### config.mk
export PLATFORM = sky130hd
export DESIGN_NAME = cic_comb_chain
export DESIGN_NICKNAME = d
export VERILOG_FILES = /design/src/rtl/cic_comb_chain.sv
export SDC_FILE = /design/constraint.sdc
export NUM_CORES = 1
export LEC_CHECK = 0
export BUFFER_PORTS_ARGS = -buffer_cell sky130_fd_sc_hd__buf_4
export CAP_MARGIN = 30
export CELL_PAD_IN_SITES_DETAIL_PLACEMENT = 1
export CELL_PAD_IN_SITES_GLOBAL_PLACEMENT = 1
export CORE_ASPECT_RATIO = 0.7
export CORE_MARGIN = 1.5
export CORE_UTILIZATION = 48
export CTS_BUF_LIST = sky130_fd_sc_hd__clkbuf_16
export DETAILED_ROUTE_END_ITERATION = 10
export HOLD_SLACK_MARGIN = 0.06
export PLACE_DENSITY_LB_ADDON = 0.3
export SLEW_MARGIN = 40
export SYNTH_ARGS = -nofsm -noshare
export SYNTH_HDL_FRONTEND = slang
export SYNTH_SLANG_ARGS = --single-unit
### constraint.sdc
create_clock -name clk -period 3.4 [get_ports clk]
set_clock_uncertainty 0.2 [all_clocks]
set_input_delay 0 -clock clk [delete_from_list [all_inputs] [get_ports clk]]
set_output_delay 0 -clock clk [all_outputs]
set_load 0.02 [all_outputs]
### src/rtl/cic_comb_chain.sv
// CIC comb section: N cascaded comb stages, y[n] = x[n] - x[n-M], run at the
// decimated sample rate. Each stage advances only on a qualified sample. The
// valid strobe and a "primed" flag travel down the pipe alongside the data.
// Results wrap modulo 2^DATA_WIDTH. The output keeps the top OUT_WIDTH bits.
module cic_comb_chain #(
  parameter int N          = 3,
  parameter int M          = 1,
  parameter int DATA_WIDTH = 12,
  parameter int OUT_WIDTH  = 12
) (
  input  logic                  clk,
  input  logic                  rst_n,
  input  logic                  clear,
  input  logic [DATA_WIDTH-1:0] x,
  input  logic                  x_valid,
  output logic [OUT_WIDTH-1:0]  y,
  output logic                  y_valid,
  output logic                  y_primed
);

  localparam int WARM = N * M;
  localparam int CW   = $clog2(WARM + 1);
  localparam logic [CW-1:0] WARM_C = CW'(WARM);

  logic [DATA_WIDTH-1:0] stage_q [N];
  logic [DATA_WIDTH-1:0] stage_d [N];
  logic [DATA_WIDTH-1:0] hist_q  [N][M];
  logic [DATA_WIDTH-1:0] hist_d  [N][M];
  logic [N-1:0]          valid_q, valid_d;
  logic [N-1:0]          primed_q, primed_d;
  logic [CW-1:0]         count_q, count_d;

  logic [DATA_WIDTH-1:0] s_in [N];
  logic [N-1:0]          v_in;
  logic [N-1:0]          p_in;

  // Route each stage's input: stage 0 sees the external sample, later stages see their predecessor
  always_comb begin
    for (int k = 0; k < N; k++) begin
      s_in[k] = '0;
    end
    v_in = '0;
    p_in = '0;
    s_in[0] = x;
    v_in[0] = x_valid;
    p_in[0] = x_valid && (count_q == WARM_C);
    for (int k = 1; k < N; k++) begin
      s_in[k] = stage_q[k-1];
      v_in[k] = valid_q[k-1];
      p_in[k] = primed_q[k-1];
    end
  end

  // Next state: difference and delay-line shift on qualified samples, valid/primed always advance, clear flushes
  always_comb begin
    stage_d  = stage_q;
    hist_d   = hist_q;
    valid_d  = v_in;
    primed_d = p_in;
    count_d  = count_q;

    if (x_valid && (count_q != WARM_C)) begin
      count_d = count_q + CW'(1);
    end

    for (int k = 0; k < N; k++) begin
      if (v_in[k]) begin
        stage_d[k]   = s_in[k] - hist_q[k][M-1];
        hist_d[k][0] = s_in[k];
        for (int i = 1; i < M; i++) begin
          hist_d[k][i] = hist_q[k][i-1];
        end
      end
    end

    if (clear) begin
      valid_d  = '0;
      primed_d = '0;
      count_d  = '0;
      for (int k = 0; k < N; k++) begin
        stage_d[k] = '0;
        for (int i = 0; i < M; i++) begin
          hist_d[k][i] = '0;
        end
      end
    end
  end

  // State registers with asynchronous active-low reset
  always_ff @(posedge clk or negedge rst_n) begin
    if (!rst_n) begin
      valid_q  <= '0;
      primed_q <= '0;
      count_q  <= '0;
      for (int k = 0; k < N; k++) begin
        stage_q[k] <= '0;
        for (int i = 0; i < M; i++) begin
          hist_q[k][i] <= '0;
        end
      end
    end else begin
      valid_q  <= valid_d;
      primed_q <= primed_d;
      count_q  <= count_d;
      stage_q  <= stage_d;
      hist_q   <= hist_d;
    end
  end

  assign y        = stage_q[N-1][DATA_WIDTH-1 -: OUT_WIDTH];
  assign y_valid  = valid_q[N-1];
  assign y_primed = primed_q[N-1];

  // Truncated LSBs of the last stage are intentionally dropped
  if (OUT_WIDTH < DATA_WIDTH) begin : gTrunc
    logic unused_lsbs;
    assign unused_lsbs = ^stage_q[N-1][DATA_WIDTH-OUT_WIDTH-1:0];
  end

endmodule

After elaboration in Yosys (flattened, before gate mapping):

Cells that the tools add are included.

* $add $sub $neg: 4
* multiply operators: 0
* divide/modulo/power cells: 0
* order comparisons: 0
* equality and inequality tests: 2
* shifts and indexed selects: 0
* multiplexer cells: 12
* bitwise operators: 0
* reductions and logical operators: 6

Operators by type and width (count)
* 12-bit two-way mux: 6
* 36-bit two-way mux: 2
* 12-bit subtractor: 3
* 2-bit nonzero test: 4
* 3-bit two-way mux: 2
* 2-bit two-way mux: 2
* 2-bit by 1-bit adder with 2-bit output (second input constant): 1
* 2-bit equality test (second input constant): 1
* 1-bit logical AND: 2
* 2-bit != test (second input constant): 1

* register bits: 80
* latch bits: 0
* RAM bits: 0
* bits in read-only memories: 0
* bits of input ports: 16
* output and inout bits: 14
* memories kept: 0

Longest topological paths before layout:

* word-level depth: 4
* depth in mapped cells: 10
* gate-level depth less buffers: 10

Worst setup path before layout:

No wires, ideal clock.

* path kind: reg-to-reg
* start point: reg stage_q (netlist bit s_in[12])
* end point: reg stage_q (netlist bit s_in[6])
* library setup time: 0.131 ns
* arrival: 2.036 ns
* data required time: 3.069 ns
* path slack: 1.033 ns
* stages on the path, launching flop included: 11
* period minus slack after synthesis: 2.367 ns
* cells stage by stage: dfrtp_1 inv_1 ha_1 inv_1 fa_1 a21o_1 a21oi_1 o21bai_1 a21oi_1 nor4b_1 or3_1

* longest elaborated chain between the ends: 3

Ends and longest elaborated chain
* from (decl): RTL line 25 `logic [DATA_WIDTH-1:0] stage_q [N];`
* from (signal assigned): RTL line 105 `stage_q <= stage_d;`
* 12-bit subtractor: RTL line 68 `stage_d[k] = s_in[k] - hist_q[k][M-1];`
* 12-bit two-way mux: RTL line 67 `if (v_in[k]) begin`
* 36-bit two-way mux: RTL line 76 `if (clear) begin`

Every way passes these cells. The select of a mux whose other input is x is not followed.
A chain may end at the register's enable or synchronous reset.

Worst setup path after layout:

Same ends and word-level chain as after synthesis.

==> summary.txt <==
DP Wirelength: 7200 um
CTS root buffer: clkbuf_16
Die W: 122 um
Seq pwr share: 39.6%
Post-synth top flop: dfrtp_1
First-pass GRT wire length: 19500 um
Final Net Count: 590
Cell count along the critical path: 10
CP Capture Type: flop
Residual DRC count: 0
# clock sinks: 80
Worst EP required: 3.41 ns
Clk_lat worst skew: 0.34 ns
FFs w/ async S/R, synth: 100%
Via density: 5.65
Final hold slack: 0.0657 ns
Fill cell count: 1066
Remaining Overflow, GRT: 0
Synth Instances: 488
Fmax: 0.371 GHz
Worst Tran Pin Value: 0.812 ns
CTS tree: yes
Flops & latches, synth: 80
Net Count, Synth: 541
I/O pin count: 30
Count of final setup violators: 0
Bufs and invs on worst path: 2
Leak: 2.65 nW
Worst reg-to-reg path cell count: 10
Die area: 0.0106 mm2
Total wire length: 11500 um
Clk slew on worst S/H paths: 0.06 ns
FF+latch area: 0.00200 mm2
Synth-to-Final Area Change: 18.1%
Post-layout util: 58.3%
Cts bufs inserted: 9
Worst Hold Class: in -> async
Post-DRT Antenna Nets: 0
CTS hold repair buffers: 26
Post-CTS sizing: 0
Clock Path Buffers: 2
Yosys Warn Count: 0
CP Class: reg -> reg
Max Slew Vio Count: 0
Core box area: 0.00968 mm2
GP Congestion: 0.836
Gr usage total: 23.5%
PwrDens: 475 mW/mm2
Peak supply drop: 0.244 mV
CP Data Arrival Time: 2.71 ns
DRT iter0 DRCs: 197
Via Count: 3777
Post-CTS setup buffer count: 0
Netlist cell types: 56
Initial antenna violation count: 0
Chip height: 86.5 um
H-tree levels: 3
Outcome: complete, no violations
Largest net degree at the start of global routing: 90
CP startpoint kind: flop
Sequential share of the synthesized area: 41.9%
Wire length per cell: 17.3 um
Combinational share of power: 25.8%
Total negative slack: 0 ns
Final period util: 79.3%
FP Rows: 30
Initial Utilization: 49.4%
Vias in the first global route: 3971
Critical-path cell list: inv_1, ha_1, inv_1, fa_1, a21o_1, a21oi_1, o21bai_1, a21oi_1, nor4b_1, or3_1
CP peak stage delay: 0.42 ns
Clock network fraction of design power: 34.7%
N_diodes: 0
Layout cells sized above 1: 8.69%
CP top delay family: compound AO/OA/AOI/OAI gates
Min cycle time layout: 2.70 ns
Switching Share: 30.3%
Relative slew slack: 45.9%
RSZ-0062 raised after global routing: no
Syn_area_per_cell: 9.80 um2
Total net switching power: 813 uW
Fin. Hold Viols: 0
Port Buf Inserts: 29
Mapped Area: 0.00478 mm2
DRT Pass-1 Iters: 5
Max Cap Viol: 0
Area occupied by multi-input gates: 0.00251 mm2
Crit Path Max Fanout: 3
Cell internal pwr: 1.87 mW
CP max-delay cell: fa_1
Number of synthesized flops with an enable pin: 0
## final timing paths
| check | startpoint | to | slack, ns |
|---|---|---|---|
| min reg2reg | primed_q[1] | primed_q[2] | 0.27 |
| max reg2reg | s_in[12] | s_in[6] | 0.70 |
| max in group asynchronous | rst_n | s_in[1] | 2.39 |
| min in group clk | primed_q[1] | primed_q[2] | 0.27 |
| min | rst_n | valid_q[2] | 0.07 |
| max | s_in[12] | s_in[6] | 0.70 |
## per-stage QoR
step | cell area, um2 | cells | worst slack [ns] | total power, mW
final | 5650 | 669 | 0.704 | 2.68
after global routing | 5650 | 669 | 0.516 | 2.82
after CTS | 5630 | 668 | 0.718 | 2.69
after detailed placement | 5090 | 627 | 0.765 | 1.72
after global placement | 5090 | 627 | 0.869 | 1.68
after floorplan | 4780 | 488 | 1.03 | 1.54
## worst reg2reg max path, cell delays in order, from the launching register on
cell	delay, ns
dfrtp_1	0.38
inv_1	0.08
ha_1	0.16
inv_1	0.06
fa_1	0.42
a21o_1	0.18
a21oi_1	0.32
o21bai_1	0.10
a21oi_1	0.20
nor4b_1	0.08
or3_1	0.40
## power groups by stage
stage	Sequential (mW)	Combinational, mW	Clock (mW)
after floorplan	1.07	0.465	0
after global placement	1.07	0.611	0
after detailed placement	1.08	0.640	0
after CTS	1.06	0.683	0.948
after global routing	1.07	0.764	0.982
final	1.06	0.691	0.930
## per-layer routing
metal,GRT usage [%],share of wire [%],up-vias
met3,5.20,2.4,9
met2,40.2,49,39
li1,-,-,1803
met5,0,0,-
met1,30.8,48,1926
met4,5.39,0.75,0
## cell usage in the layout, fill, tap and decap left out, types with 8 or more instances in the layout
cell | synthesis | final
nor2_1 | 69 | 69
nand2_1 | 11 | 11
a21o_1 | 11 | 11
nor2b_1 | 8 | 8
xnor2_1 | 12 | 12
o21ai_0 | 9 | 9
ha_1 | 34 | 34
mux2i_1 | 48 | 48
dfrtp_1 | 80 | 80
a21oi_1 | 22 | 22
clkbuf_16 | 0 | 9
buf_4 | 0 | 29
inv_1 | 49 | 50
dlygate4sd3_1 | 0 | 27
## cell families (layout without fill, tap and decap cells)
kind of cell / after synthesis / after routing / synth area share [%]
AO/OA/AOI/OAI: 91 / 91 / 13.4
XOR/XNOR: 18 / 18 / 3.30
adder cells (fa/ha/maj): 37 / 37 / 10.2
buffers and inverters: 69 / 122 / 5.63
flip-flops: 80 / 80 / 41.9
multiplexers: 49 / 49 / 10.3
AND/OR/NAND/NOR: 144 / 144 / 15.4
## cell usage after synthesis, drive strengths merged, types with 3 or more instances
cell type	number	area, um2
nor4	5	31.3
or3	4	25.0
and4b	4	40.0
mux2i	48	480
nor3b	5	37.5
xnor2	12	105
a211o	5	43.8
nor2b	8	50.1
o21a	5	37.5
nor2	69	259
a21o	11	82.6
nand2b	7	43.8
and2	3	18.8
o311ai	3	26.3
inv	49	184
dfrtp	80	2000
clkbuf	11	41.3
nand3	4	20.0
a211oi	6	45.0
buf	9	43.8
ha	34	425
nor3	4	20.0
fa	3	60.1
o21bai	3	22.5
o21ai	10	50.0
a21oi	24	128
and3	7	43.8
nor4b	3	26.3
xor2	6	52.6
nand2	11	41.3
## cell type report
| type | count | area share (%) |
|---|---|---|
| multi-input combinational | 339 | 44.5 |
| tap | 128 | 2.84 |
| clock buffer | 9 | 3.99 |
| sequential | 80 | 35.5 |
| timing repair buffer | 58 | 9.04 |
| inverter | 49 | 3.26 |
| clock inverter | 6 | 0.931 |
## registers in the layout (all words and copies together) (netlist names)
register	flops
count_q	2
hist_q	36
primed_q	3
s_in	24
valid_q	3
y	12
Power figures use the tool's default switching activity.
